## src/rtl/permuter_swap_stage_pkg.sv

```systemverilog
// permuter_swap_stage_pkg: shared flit geometry defaults and lane encoding for the swap stage.
package permuter_swap_stage_pkg;
  localparam int WIDTH_INTERNAL_PV = 64;
  localparam int PV_WIDTH = 4;
  localparam int AGE_WIDTH = 8;
  localparam int ID_WIDTH = 8;
  localparam int GOLDEN_EPOCH_DEF = 64;
  typedef enum logic {LANE0 = 1'b0, LANE1 = 1'b1} lane_e;
endpackage

```

## src/rtl/permuter_swap_stage_prio_cmp.sv

```systemverilog
// flit_prio_cmp: decides whether lane 1 outranks lane 0 (valid, older, lower id, lane 0 on ties).
// PERMUTER_GOLDEN_PRIORITY_EN adds a golden-id override ahead of the age rules.
module flit_prio_cmp #(
  parameter int AGE_W = 8,
  parameter int ID_W = 8
) (
  input  logic             valid0,
  input  logic [AGE_W-1:0] age0,
  input  logic [ID_W-1:0]  id0,
  input  logic             valid1,
  input  logic [AGE_W-1:0] age1,
  input  logic [ID_W-1:0]  id1,
`ifdef PERMUTER_GOLDEN_PRIORITY_EN
  input  logic [ID_W-1:0]  goldenId,
`endif
  output logic             lane1Wins
);
  logic normal1;
  assign normal1 = valid1 & (~valid0 | (age1 > age0) | ((age1 == age0) & (id1 < id0)));
`ifdef PERMUTER_GOLDEN_PRIORITY_EN
  logic golden0, golden1;
  assign golden0 = valid0 & (id0 == goldenId);
  assign golden1 = valid1 & (id1 == goldenId);
  // exactly one golden flit overrides age; two golden flits fall back to normal order
  assign lane1Wins = (golden0 ^ golden1) ? golden1 : normal1;
`else
  assign lane1Wins = normal1;
`endif
endmodule

```

## src/rtl/permuter_swap_stage.sv

```systemverilog
// permuter_swap_stage: registers a flit pair, ages valid flits, and computes the permuter swap.
// PERMUTER_GOLDEN_PRIORITY_EN enables the rotating golden-id priority override.
module permuter_swap_stage
  import permuter_swap_stage_pkg::*;
#(
  parameter int FLIT_W = WIDTH_INTERNAL_PV,
  parameter int PV_W = PV_WIDTH,
  parameter int PV_SEL = 0,
  parameter int AGE_W = AGE_WIDTH,
`ifdef PERMUTER_GOLDEN_PRIORITY_EN
  parameter int GOLDEN_EPOCH = GOLDEN_EPOCH_DEF,
`endif
  parameter int ID_W = ID_WIDTH
) (
  input  logic              clk,
  input  logic              reset_n,
  input  logic              stall,
  input  logic [FLIT_W-1:0] inFlit0,
  input  logic [FLIT_W-1:0] inFlit1,
  output logic [FLIT_W-1:0] outFlit0,
  output logic [FLIT_W-1:0] outFlit1,
  output logic              swap
);
  localparam int VALID_BIT = FLIT_W - 1;
  localparam int PV_LSB = FLIT_W - 1 - PV_W;
  localparam int AGE_MSB = PV_LSB - 1;
  localparam int AGE_LSB = AGE_MSB - AGE_W + 1;
  localparam int ID_MSB = AGE_LSB - 1;
  localparam int ID_LSB = ID_MSB - ID_W + 1;
  localparam int WANT_BIT = PV_LSB + PV_SEL;

  logic [AGE_W-1:0] age0, age1;
  logic [FLIT_W-1:0] next0, next1;
  logic lane1Wins, want, swapNext;
  lane_e winner;

  assign age0 = inFlit0[AGE_MSB:AGE_LSB];
  assign age1 = inFlit1[AGE_MSB:AGE_LSB];

`ifdef PERMUTER_GOLDEN_PRIORITY_EN
  localparam int CNT_W = (GOLDEN_EPOCH > 1) ? $clog2(GOLDEN_EPOCH) : 1;
  logic [CNT_W-1:0] goldenCnt;
  logic [ID_W-1:0] goldenId;
  logic epochWrap;
  assign epochWrap = goldenCnt == CNT_W'(GOLDEN_EPOCH - 1);
  always_ff @(posedge clk or negedge reset_n)
    if (!reset_n) begin
      goldenCnt <= '0;
      goldenId <= '0;
    end else if (!stall) begin
      goldenCnt <= epochWrap ? '0 : goldenCnt + 1'b1;
      goldenId <= goldenId + ID_W'(epochWrap);
    end
`endif

  flit_prio_cmp #(.AGE_W(AGE_W), .ID_W(ID_W)) prioCmp (
    .valid0   (inFlit0[VALID_BIT]),
    .age0     (age0),
    .id0      (inFlit0[ID_MSB:ID_LSB]),
    .valid1   (inFlit1[VALID_BIT]),
    .age1     (age1),
    .id1      (inFlit1[ID_MSB:ID_LSB]),
`ifdef PERMUTER_GOLDEN_PRIORITY_EN
    .goldenId (goldenId),
`endif
    .lane1Wins(lane1Wins)
  );

  always_comb begin
    next0 = inFlit0;
    next1 = inFlit1;
    next0[AGE_MSB:AGE_LSB] = (inFlit0[VALID_BIT] && !(&age0)) ? age0 + 1'b1 : age0;
    next1[AGE_MSB:AGE_LSB] = (inFlit1[VALID_BIT] && !(&age1)) ? age1 + 1'b1 : age1;
    winner = lane1Wins ? LANE1 : LANE0;
    want = (winner == LANE1) ? inFlit1[WANT_BIT] : inFlit0[WANT_BIT];
    // swap means lane 0 heads to output 1; the loser takes whatever output remains
    swapNext = (inFlit0[VALID_BIT] | inFlit1[VALID_BIT]) & ((winner == LANE0) ? want : ~want);
  end

  always_ff @(posedge clk or negedge reset_n)
    if (!reset_n) begin
      outFlit0 <= '0;
      outFlit1 <= '0;
      swap <= 1'b0;
    end else if (!stall) begin
      outFlit0 <= next0;
      outFlit1 <= next1;
      swap <= swapNext;
    end
endmodule

```

## config.mk

```make
export PLATFORM = sky130hd
export DESIGN_NAME = permuter_swap_stage
export DESIGN_NICKNAME = d
export VERILOG_FILES = /design/src/rtl/permuter_swap_stage_pkg.sv /design/src/rtl/permuter_swap_stage_prio_cmp.sv /design/src/rtl/permuter_swap_stage.sv
export SDC_FILE = /design/constraint.sdc
export NUM_CORES = 1
export LEC_CHECK = 0
export ABC_AREA = 1
export CORE_MARGIN = 10
export CORE_UTILIZATION = 30
export CTS_BUF_LIST = sky130_fd_sc_hd__clkbuf_4 sky130_fd_sc_hd__clkbuf_8 sky130_fd_sc_hd__clkbuf_16
export DETAILED_ROUTE_END_ITERATION = 8
export GPL_ROUTABILITY_DRIVEN = 1
export HOLD_SLACK_MARGIN = 0.06
export PLACE_DENSITY = 0.6
export SYNTH_ARGS = -nofsm -noshare
export SYNTH_HDL_FRONTEND = slang
export SYNTH_SLANG_ARGS = --single-unit
```

## constraint.sdc

```tcl
create_clock -name clk -period 1.1 [get_ports clk]
set_clock_uncertainty 0.15 [all_clocks]
set_input_delay 0.11 -clock clk [delete_from_list [all_inputs] [get_ports clk]]
set_output_delay 0.11 -clock clk [all_outputs]
set_load 0.05 [all_outputs]
```

# Yosys cells after proc, flatten, opt, wreduce, memory -nomap -nowiden
# Cells that the tools add are included.
# word_totals
mem_count	0
ram_bits	0
out_inout_bits	129
latch_bits	0
mem_bits_ro	0
reg_bits	129
input_bits	131
# classes
addsub	2
shift	0
eq_ne	1
mul	0
bitwise	8
order_cmp	2
reduce_logical	6
div_mod_pow	0
muxes	5
# op_table
operator	n
$add A8 B1 Y8 const B	2
$mux W8	2
$reduce_and A8 Y1	2
$eq A8 B8 Y1	1
$gt A8 B8 Y1	1
$lt A8 B8 Y1	1
$and A1 B1 Y1	3
$mux W1	3
$or A1 B1 Y1	3
$logic_and A1 B1 Y1	2
$logic_not A1 Y1	2
$not A1 Y1	2

# Longest topological paths before layout
# Gate-level depths: netlist of the first run.
# logic_depth
depth_word	9
ltp_mapped	15
mapped_depth_nobuf	15

# Modules after synthesis
# From an unflattened synthesis of the first run, not the netlist that was laid out.
# unflattened
hier_cells	724
hier_area_um2	5861.9
# modules_own_cells
module	cells_each	area_per_inst_um2	n_inst
permuter_swap_stage	646	5402.7	1
flit_prio_cmp	78	459.2	1

# Worst setup path before layout of the first run
# No wires, ideal clock.
# synth_timing
kind	in2reg
from	in inFlit1[51]
to	reg outFlit1[56]
t_arrival_ns	1.117
path_buffers	0
required_time_ns	0.826
path_stages	9
path_slack_ns	-0.290
setup_time_ns	0.124
path_cell_list	ha_1 > nand3_1 > nor2_2 > a21boi_4 > nand2_4 > nor2_2 > nand2_1 > a21oi_1 > a21oi_1
# synth_via
elab_chain_cells	4
word_cells_on_any_way	5
# synth_rtl
element	line_no	text
from (decl)	permuter_swap_stage.sv:19	input logic [FLIT_W-1:0] inFlit1,
parallel branches: the longest is 3 deep, another holds $add A8 B1 Y8	-	
$mux W8 *	permuter_swap_stage.sv:73	next1[AGE_MSB:AGE_LSB] = (inFlit1[VALID_BIT] && !(&age1)) ? age1 + 1'b1 : age1;
to (signal assigned)	permuter_swap_stage.sv:87	outFlit1 <= next1;
to (decl)	permuter_swap_stage.sv:21	output logic [FLIT_W-1:0] outFlit1,
# Every way passes the cells marked *.
# A chain may end at the register's enable or synchronous reset.

# Worst setup path in the final report of the first run
# layout_timing
from	reg outFlit0[43]
to	out outFlit0[43]
# layout_rtl
element	line_no	text
from (decl)	permuter_swap_stage.sv:20	output logic [FLIT_W-1:0] outFlit0,
from (signal assigned)	permuter_swap_stage.sv:86	outFlit0 <= next0;
# No word-level cell between the ends.

==> results of run 1 <==
## worst paths after layout
check / start / to / slack, ns / depth (start not counted)
max reg2reg: outFlit0[50]$_DFFE_PN0N_ / outFlit0[50]$_DFFE_PN0N_ / 0.13 / 3
max: outFlit0[43]$_DFFE_PN0N_ / outFlit0[43] / -0.17 / 1
max in group asynchronous: reset_n / outFlit0[3]$_DFFE_PN0N_ / 0.45 / 3
min in group asynchronous: reset_n / outFlit0[37]$_DFFE_PN0N_ / 0.09 / 3
min: inFlit0[51] / outFlit0[51]$_DFFE_PN0N_ / -0.07 / 3
min reg2reg: swap$_DFFE_PN0N_ / swap$_DFFE_PN0N_ / 0.39 / 2
## Yosys cell counts, types with 3 or more instances
library cell / count
sky130_fd_sc_hd__nor2_2: 3
sky130_fd_sc_hd__inv_1: 30
sky130_fd_sc_hd__buf_1: 3
sky130_fd_sc_hd__o21ai_0: 18
sky130_fd_sc_hd__ha_1: 17
sky130_fd_sc_hd__dfrtp_1: 129
sky130_fd_sc_hd__nand3b_1: 5
sky130_fd_sc_hd__a21oi_1: 10
sky130_fd_sc_hd__nand2_1: 377
sky130_fd_sc_hd__nor2_1: 12
sky130_fd_sc_hd__clkbuf_1: 23
sky130_fd_sc_hd__nand3_1: 14
## power by group
group,leakage [nW],switching (mW),internal [mW]
clock,0.268,2.10,3.18
sequential,1.57,0.467,5.18
combinational,3.87,2.72,2.69
## logic make-up after synthesis
group,after synthesis
AND/OR/NAND/NOR,418
AO/OA/AOI/OAI,38
flip-flops,129
XOR/XNOR,1
adder cells (fa/ha/maj),17
buffers and inverters,58
## layout make-up
cell class / instances / area [um2] / area share
clock inverters: 11 / 91.3 / 0.00795
well taps: 229 / 287 / 0.0249
flip-flops and latches: 129 / 3230 / 0.281
multi-input cells: 474 / 2350 / 0.204
inverters: 30 / 119 / 0.0103
diodes: 1 / 2.50 / 0.000218
repair buffers: 387 / 4970 / 0.432
clock buffers: 20 / 454 / 0.0395
## state kept, by name, summed over array words and instances (netlist names)
signal / count
outFlit0: 64
swap: 1
outFlit1: 64
## metal layers
layer,GRT usage,up-vias,wire length [um]
li1,-,2799,-
met1,0.192,2675,8330
met2,0.288,169,10900
met3,0.0623,36,1620
met4,0.0746,0,607
met5,0,-,0
## timing repair
action | in CTS | in global routing
hold endpoints to repair | 193 | 19
hold buffers | 23 | 8
endpoints found under the setup margin | 146 | 143
pin swaps | 41 | 24
cloned | 0 | 0
buffers inserted | 26 | 29
gates resized for setup | 93 | 30
## per-stage QoR
step	cells	utilization	TNS, ns	area (um2)
2_1_floorplan	661	-	-1.52	5640
3_3_place_gp	1165	0.559	-19.80	10100
3_5_place_dp	1165	0.559	-20.05	10100
4_1_cts	1244	0.618	-21.33	11200
5_1_grt	1281	0.636	-23.85	11500
6_report	1281	0.636	-18.36	11500
## cells in the final DEF, fill, tap and decap left out, types with 5 or more instances in the layout
cell type                         instances
sky130_fd_sc_hd__nand2_1                373
sky130_fd_sc_hd__buf_12                 135
sky130_fd_sc_hd__dfrtp_1                128
sky130_fd_sc_hd__clkdlybuf4s50_1         95
sky130_fd_sc_hd__buf_4                   83
sky130_fd_sc_hd__dlygate4sd3_1           30
sky130_fd_sc_hd__inv_1                   19
sky130_fd_sc_hd__clkbuf_16               17
sky130_fd_sc_hd__dlygate4sd2_1           15
sky130_fd_sc_hd__buf_6                   13
sky130_fd_sc_hd__nor2_1                  10
sky130_fd_sc_hd__ha_4                    10
sky130_fd_sc_hd__inv_2                    9
sky130_fd_sc_hd__o21ai_0                  9
sky130_fd_sc_hd__nand3_1                  9
sky130_fd_sc_hd__o21ai_1                  7
sky130_fd_sc_hd__ha_1                     7
sky130_fd_sc_hd__a21oi_1                  6
sky130_fd_sc_hd__clkinv_2                 6
sky130_fd_sc_hd__clkbuf_2                 6
sky130_fd_sc_hd__nand3b_1                 5
sky130_fd_sc_hd__buf_2                    5
==> qor.tcl, run 1 <==
set qor(synth_enable_flop_cells) 0
set qor(timing.final.crit_period_ns) 1.27
set qor(tritoncts) {yes}
set qor(final_critical_path_setup_slack_ns) -0.175
set qor(synth.top_cells.by_area) {sky130_fd_sc_hd__dfrtp_1 (58%), sky130_fd_sc_hd__nand2_1 (26%), sky130_fd_sc_hd__ha_1 (3.8%)}
set qor(initial_util) 0.307
set qor(grt_antenna_before_repair) 1
set qor(synth_largest_type_area_fraction) 0.582
set qor(postSynth.asyncResetShare) 1.00
set qor(yosys_warnings) 0
set qor(placeableCoreArea_mm2) 0.0181
set qor(detailed_place_hpwl_um) 15400
set qor(path_clk_slew_ns) 0.05
set qor(netlist_instances) 661
set qor(ctsRootBufferMaster) {sky130_fd_sc_hd__clkbuf_16}
set qor(kind_of_launch_point_of_the_worst_setup_path) {register}
set qor(clk_path_buf_depth) 2
set qor(post_synth_fa_ha_maj_area_fraction) 0.0383
set qor(number_of_global_route_vias_before_repair) 5711
set qor(post_route_cells_drive_above_1_share) 0.310
set qor(totalPowerFinal_mw) 16.3
set qor(leakage_nw) 5.71
set qor(crit_path_cell_trace) {buf_12}
set qor(worst_skew_pair.late_latency_ns) 0.41
set qor(combinational_family_with_the_most_area_after_synthesis) {simple AND/OR/NAND/NOR gates}
set qor(nFillCells) 1449
set qor(worst_slew_pin_slew_ns) 0.619
set qor(synthSimpleGateAreaFrac) 0.296
set qor(num_rows) 49
set qor(cellPowerDensity_mw_per_mm2) 1420
set qor(portBuffers) 259
set qor(cpMaxStageDelayCell) {sky130_fd_sc_hd__dfrtp_2}
set qor(cts.htree.levels) 4
set qor(ir_drop_mv) 1.09
set qor(critical_path_buf_inv_count) 1
set qor(routed_wl_per_cell_um) 16.8
set qor(cpLargestDelayFamily) {flip-flops}
set qor(drcViolationCount) 0
set qor(die_height_um) 156
set qor(synth_compound_gate_area_share) 0.0424
set qor(headroom_to_the_max_slew_limit) 0.587
set qor(detail_route.iter0.violations) 230
set qor(timing.final.max_slew_violations) 0
set qor(drt-pass1-iter-count) 4
set qor(yosys.area.top_type) {sky130_fd_sc_hd__dfrtp_1}
set qor(grt_max_degree) 60
set qor(route.detailed.vias_per_inst) 4.43
set qor(drt.antenna.violating_nets) 0
set qor(achievable-frequency_mhz) 785
set qor(outcome) {finished with violations}
set qor(globalRouteOverflowTotal) 0
set qor(first_pass_grt_wire_length_um) 32600
set qor(post_synth_design_cell_area_mm2) 0.00555
set qor(holdCritPathClass) {primary input to register}
set qor(cpPeakStageDelay_ns) 0.44
set qor(die_w_um) 156
set qor(die_area_mm2) 0.0243
set qor(area_delta_synth_final_pct) 107
set qor(top_level_ports) 260
set qor(rsz0062_at_grt) {true}
set qor(fin_hold_ws_ns) -0.0678
set qor(final-hold-violation-count) 1
set qor(cap_violations) 0
set qor(finalSetupViolCount) 135
set qor(synth_nets) 809
set qor(route.final.wire_length_um) 21500
set qor(synth.lib_cells_used.distinct) 27
set qor(gp_congestion) 0.809
set qor(synthFlopType) {sky130_fd_sc_hd__dfrtp_1}
set qor(detailedPlace.worstSlack_ns) -0.932
set qor(violations) {negative hold slack, negative setup slack}
set qor(clock_sink_count) 129
set qor(period_utilization_post_route) 1.16
set qor(cp.arrival_ns) 1.01
set qor(path_class) {register to output pin}
set qor(critPathRequiredTime_ns) 0.84
set qor(syn_avg_cell_area_um2) 8.39
set qor(path_max_fanout) 2
set qor(cts_made_buffers) 17
set qor(dr_total_vias) 5679
set qor(synth.mux.area_fraction) 0
set qor(seq_area_frac_synth) 0.582
set qor(grt_use_total) 0.172
set qor(ys_ff_latch) 129
set qor(crit_path_end_kind) {output pin}
set qor(num-nets-final) 1187
set qor(post_synth_xor_area_fraction) 0.00158
No activity file was read; power rests on OpenSTA's default activity.
==> inputs of run 2 (changes only) <==
--- a/config.mk
+++ b/config.mk
@@ -9,6 +9,7 @@
 export CORE_MARGIN = 10
 export CORE_UTILIZATION = 30
 export CTS_BUF_LIST = sky130_fd_sc_hd__clkbuf_4 sky130_fd_sc_hd__clkbuf_8 sky130_fd_sc_hd__clkbuf_16
+export CTS_CLUSTER_SIZE = 14
 export DETAILED_ROUTE_END_ITERATION = 8
 export GPL_ROUTABILITY_DRIVEN = 1
 export HOLD_SLACK_MARGIN = 0.06
==> results of run 2 <==
The final DEF is identical to that of run 1; final timing and power are the same.
